### config.mk
export PLATFORM = sky130hd
export DESIGN_NAME = adc_uart_tx
export DESIGN_NICKNAME = d
export VERILOG_FILES = /design/src/rtl/adc_uart_pkg.sv /design/src/rtl/adc_uart_tx_byte.sv /design/src/rtl/adc_uart_tx.sv
export SDC_FILE = /design/constraint.sdc
export NUM_CORES = 1
export LEC_CHECK = 0
export CORE_MARGIN = 4
export CORE_UTILIZATION = 55
export CTS_BUF_LIST = sky130_fd_sc_hd__clkbuf_8 sky130_fd_sc_hd__clkbuf_16
export DETAILED_ROUTE_END_ITERATION = 8
export GPL_ROUTABILITY_DRIVEN = 1
export PLACE_DENSITY = 0.8
export REMOVE_ABC_BUFFERS = 1
export SLEW_MARGIN = 20
export SYNTH_ARGS = -nofsm -noshare
export SYNTH_HDL_FRONTEND = slang
export SYNTH_HIERARCHICAL = 1
export SYNTH_SLANG_ARGS = --single-unit
### constraint.sdc
create_clock -name clk -period 8.2 [get_ports clk]
set_input_delay 1.64 -clock clk [delete_from_list [all_inputs] [get_ports clk]]
set_output_delay 1.64 -clock clk [all_outputs]
set_load 0.01 [all_outputs]
### src/rtl/adc_uart_pkg.sv
// Shared types and constants for the ADC sample UART framer.
package adc_uart_pkg;

    typedef enum logic [1:0] {IDLE, SYNC, MSB, LSB} frame_state_t;

    typedef enum logic [1:0] {B_IDLE, B_START, B_DATA, B_STOP} byte_state_t;

    localparam logic [7:0] DEFAULT_SYNC_BYTE = 8'hA5;
    localparam int         BITS_PER_BYTE     = 10;

endpackage

### src/rtl/adc_uart_tx_byte.sv
// UART 8N1 byte serialiser; restarts in the done cycle so consecutive bytes have no gap.
module uart_byte_tx
    import adc_uart_pkg::*;
#(
    parameter int CLKS_PER_BIT = 434
) (
    input  logic       clk,
    input  logic       rst,
    input  logic       start,
    input  logic [7:0] byte_in,
    output logic       tx,
    output logic       done,
    output logic       idle
);

    localparam int CW = (CLKS_PER_BIT > 1) ? $clog2(CLKS_PER_BIT) : 1;
    localparam logic [CW-1:0] BAUD_LAST = CW'(CLKS_PER_BIT - 1);
    localparam logic [3:0]    LAST_DATA = 4'(BITS_PER_BYTE - 2);

    byte_state_t   state;
    logic [CW-1:0] baud_cnt;
    logic [3:0]    bit_idx;
    logic [7:0]    shreg;
    logic          bit_end;

    assign bit_end = (state != B_IDLE) && (baud_cnt == BAUD_LAST);
    assign done    = (state == B_STOP) && bit_end;
    assign idle    = (state == B_IDLE);

    // NOTE: sequential state uses <= so every register samples pre-edge values.
    always_ff @(posedge clk) begin
        if (rst) begin
            state    <= B_IDLE;
            baud_cnt <= '0;
            bit_idx  <= '0;
            shreg    <= '0;
            tx       <= 1'b1;
        end else if (start && (idle || done)) begin
            state    <= B_START;
            baud_cnt <= '0;
            bit_idx  <= '0;
            shreg    <= byte_in;
            tx       <= 1'b0;
        end else if (state != B_IDLE) begin
            if (!bit_end) begin
                baud_cnt <= baud_cnt + 1'b1;
            end else begin
                baud_cnt <= '0;
                case (state)
                    B_START: begin
                        state   <= B_DATA;
                        bit_idx <= 4'd1;
                        tx      <= shreg[0];
                        shreg   <= shreg >> 1;
                    end
                    B_DATA: begin
                        if (bit_idx == LAST_DATA) begin
                            state   <= B_STOP;
                            tx      <= 1'b1;
                        end else begin
                            tx      <= shreg[0];
                            shreg   <= shreg >> 1;
                        end
                        bit_idx <= bit_idx + 4'd1;
                    end
                    default: begin
                        state   <= B_IDLE;
                        bit_idx <= '0;
                        tx      <= 1'b1;
                    end
                endcase
            end
        end
    end

endmodule

### src/rtl/adc_uart_tx.sv
// Frames accepted 16-bit ADC samples as [sync,] MSB, LSB bytes on a UART line.
module adc_uart_tx
    import adc_uart_pkg::*;
#(
    parameter int         CLKS_PER_BIT = 434,
    parameter logic [7:0] SYNC_BYTE    = DEFAULT_SYNC_BYTE,
    parameter bit         SEND_SYNC    = 1'b1
) (
    input  logic        clk,
    input  logic        rst,
    input  logic [15:0] data_in,
    input  logic        data_valid,
    output logic        data_ready,
    input  logic        clr_ovr,
    output logic        tx,
    output logic        busy,
    output logic        overrun,
    output logic [15:0] frame_cnt
);

    frame_state_t state;
    logic [15:0]  hold;
    logic         accept;
    logic         byte_start;
    logic [7:0]   byte_data;
    logic         byte_done;
    logic         byte_idle;

    assign accept = data_valid && data_ready;
    assign busy   = ~data_ready;

    // First byte is chosen from data_in directly because hold only updates at this edge.
    // NOTE: defaults first in always_comb so no path leaves an output unassigned (no latch).
    always_comb begin
        byte_start = 1'b0;
        byte_data  = SYNC_BYTE;
        case (state)
            IDLE: begin
                byte_start = accept && byte_idle;
                byte_data  = SEND_SYNC ? SYNC_BYTE : data_in[15:8];
            end
            SYNC: begin
                byte_start = byte_done;
                byte_data  = hold[15:8];
            end
            MSB: begin
                byte_start = byte_done;
                byte_data  = hold[7:0];
            end
            default: ;
        endcase
    end

    always_ff @(posedge clk) begin
        if (rst) begin
            state      <= IDLE;
            hold       <= '0;
            data_ready <= 1'b1;
            overrun    <= 1'b0;
            frame_cnt  <= '0;
        end else begin
            case (state)
                IDLE: if (accept) begin
                    hold       <= data_in;
                    data_ready <= 1'b0;
                    state      <= SEND_SYNC ? SYNC : MSB;
                end
                SYNC: if (byte_done) state <= MSB;
                MSB:  if (byte_done) state <= LSB;
                LSB:  if (byte_done) begin
                    state      <= IDLE;
                    data_ready <= 1'b1;
                    frame_cnt  <= frame_cnt + 16'd1;
                end
                default: state <= IDLE;
            endcase

            if (data_valid && !data_ready) overrun <= 1'b1;
            else if (clr_ovr)              overrun <= 1'b0;
        end
    end

    uart_byte_tx #(
        .CLKS_PER_BIT(CLKS_PER_BIT)
    ) u_byte (
        .clk    (clk),
        .rst    (rst),
        .start  (byte_start),
        .byte_in(byte_data),
        .tx     (tx),
        .done   (byte_done),
        .idle   (byte_idle)
    );

endmodule

==> key figures <==
Drt
  – Total via count in the routed design: 2472
  – Number of design-rule violations left by the first detailed-router iteration: 118
  – Routed vias/inst: 5.37
  – Drt total wl: 6290 um
  – DRT Pass-1 Iters: 4
  – Average wire per standard cell: 13.7 um
  – Post-detailed-route count of antenna-violating nets: 0
  – Drc violations: 0

Power
  – Power Dens Cells: 220 nW/um2
  – Static Leak: 1.24 nW
  – Max VDD drop: 0.000164 V

Job
  – Count of maximum capacitance violations: 0

Global routing
  – Total grt overflow: 0
  – Number of global-route vias before repair: 2419
  – Largest net degree at the start of global routing: 49
  – Number of antenna violations at the first check in global routing: 0
  – Overall fraction of global-route tracks in use: 21.0%
  – First-pass GRT wire length: 11000 um

Timing
  – Setup violation total in the final timing report: 0
  – Achievable Freq: 252 MHz
  – Min Clock Period, post-route: 3970 ps
  – Unrepaired setup endpoints after global routing: false
  – Post-route clock skew: 11.8 ps
  – Post-route worst hold slack: 456 ps
  – Worst slew margin relative to its limit: 56.9%
  – Final hold violation count: 0
  – Final total negative setup slack: 0 ps
  – Tightest Pin Transition: 646 ps
  – Max-slew violation total from the final report: 0
  – Final clock period utilization by the worst path: 48.4%

Clocking
  – Worst-Skew Late Latency: 340 ps
  – Clock root buffer master: clkbuf_8
  – Number of buffers inserted by hold repair at cts: 0
  – CTS tree: done
  – CTS-repair resized insts: 0
  – Total clock sinks: 60
  – # H-tree levels: 3
  – Cts bufs inserted: 9
  – Bufs on Longest Clock Path: 2
  – CTS clock-pin slew for the worst setup and hold paths: 60 ps
  – Buffers inserted by post-CTS timing repair: 0

Worst setup path
  – Required time at the endpoint of the critical path: 8440 ps
  – Signal arrival time at the worst endpoint: 4210 ps
  – Slowest-stage cell, CP: clkdlybuf4s50_1
  – Delay of the slowest cell on the worst path: 530 ps
  – Top fanout value on the critical path: 17
  – Cells traversed along the worst timing path: clkdlybuf4s50_1, nand2_1, nor2_2, a22oi_1, nor2_1, nand2_1, nor4_1, nor2_1, a211oi_1
  – Critical path start-end classification: in2reg
  – Number of buffers and inverters on the critical path: 1
  – Critical path launch point type: primary input
  – Critical path endpoint category: register
  – CP top delay family: simple AND/OR/NAND/NOR gates

Die
  – Die height: 81.6 um
  – Placeable core region: 5170 um2
  – Chip width: 81.6 um
  – IO Pins: 40
  – Initial cell density of the core: 57.6%
  – Number of rows created at floorplan: 26
  – Area enclosed by the die boundary: 6660 um2

Yosys
  – Warnings, synthesis: 6
  – Most repeated cell in the gate-level netlist after synthesis: dfxtp_1
  – Count of different cell masters after synthesis: 50
  – Synthesized area divided by synthesized cell count: 8.54 um2
  – Share of synthesized area occupied by flip-flops and latches: 40.3%
  – Leading cell types by total area after synthesis: dfxtp_1 40%, nand2_1 7.4%, ha_1 6.7%
  – Total of flip-flops plus latches after synthesis: 60
  – Largest area contributor in the synthesized netlist: dfxtp_1
  – Share of Yosys cell area claimed by the top area cell type: 40.3%
  – Number of enable flip-flop cells after synthesis: 0
  – Cell Area, Synth: 2980 um2
  – Gate Count Post-Synth: 349
  – Async set-reset flop share out of synthesis: 0%
  – Primary flip-flop cell chosen by synthesis mapping: dfxtp_1
  – Most common library cells after synthesis: 60 x dfxtp_1, 59 x nand2_1, 37 x a21oi_1

Placement
  – GP Congestion: 0.812
  – DP HPWL: 4380 um
  – IO Port Bufs: 39

Layout
  – Net total in the final layout: 422
  – Fraction of final layout cells sized beyond drive strength 1: 7.95%
  – Number of diodes added for antenna fixing: 0
  – Synthesis-to-layout area growth: 19.6%

Worst hold path
  – Class of the worst hold path: reg2reg

Run status
  – Status: completed
through the flow:
stage / power (mW) / cell area (um2) / util [%] / cells / worst slack (ps)
after floorplan: 0.492 / 2910 / - / 335 / 4880
after global placement: 0.552 / 3390 / 65.6 / 445 / 4000
after detailed placement: 0.556 / 3390 / 65.6 / 445 / 3910
after CTS: 0.788 / 3560 / 68.9 / 460 / 4260
after global routing: 0.831 / 3560 / 68.9 / 460 / 3960
final: 0.784 / 3560 / 68.9 / 460 / 4230
state kept, by name, indices dropped and copies added, names as in the netlist:
signal,cells
state,2
data_ready,1
u_byte/baud_cnt,9
u_byte/shreg,8
u_byte/bit_idx,4
u_byte/state,2
overrun,1
u_byte/tx,1
hold,16
frame_cnt,16
cells in the final DEF, fill, tap and decap left out, drive strengths merged, types with 2 or more instances in the layout:
cell           Yosys  layout
clkinv             0       2
a22oi             10      10
xor2               3       3
a211oi             8       8
inv               16      18
xnor2             15      15
nand4b             2       2
nor3              10      10
or4                3       3
nand3              8       8
ha                16      16
nor2              33      33
o21ai              5       5
nand4              4       4
or3                4       4
nor2b              7       7
nor4               6       6
dfxtp             60      60
mux2i              9       9
o22ai              2       2
a31o               2       2
clkdlybuf4s50      0      39
clkbuf             8      11
a21oi             38      38
nand2             59      59
and2               2       2
metal layers:
metal	up-vias	global-route usage, %	wire length [um]
met2	41	32.7	2960
met5	-	0	0
met4	0	9.80	116
li1	1275	-	-
met3	12	4.50	215
met1	1144	27.9	3000
tightest hold or removal path: stages (launching register included):
cell     delay, ps
dfxtp_1        310
nand2_1         50
a21oi_1         50
final timing paths:
path	depth (start not counted)	start	slack, ps	end
max	9	data_valid	4230	u_byte/shreg[0]
min	2	hold[3]	460	hold[3]
max reg2reg	11	u_byte/state[0]	4540	u_byte/shreg[0]
min reg2reg	2	hold[3]	460	hold[3]
cell type report:
cell class	instances	area, um2
flip-flops and latches	60	1200
clock inverters	4	17.5
well taps	70	87.6
repair buffers	40	398
fillers	412	1610
inverters	16	60.1
multi-input cells	259	1650
clock buffers	11	151
cells by family after synthesis:
kind of cell               share of synthesized area, %
adders and majority gates                          6.72
AOI/OAI and AO/OA                                  14.5
and+or+nand+nor                                    25.4
xor gates and xnor gates                           5.29
buffers and inverters                              4.41
muxes                                              3.40
DFF                                                40.3
power breakdown:
group,switching [mW],internal (mW)
logic,0.120,0.0813
clock network,0.111,0.121
registers,0.0243,0.327
(Power assumes the default switching activity.)
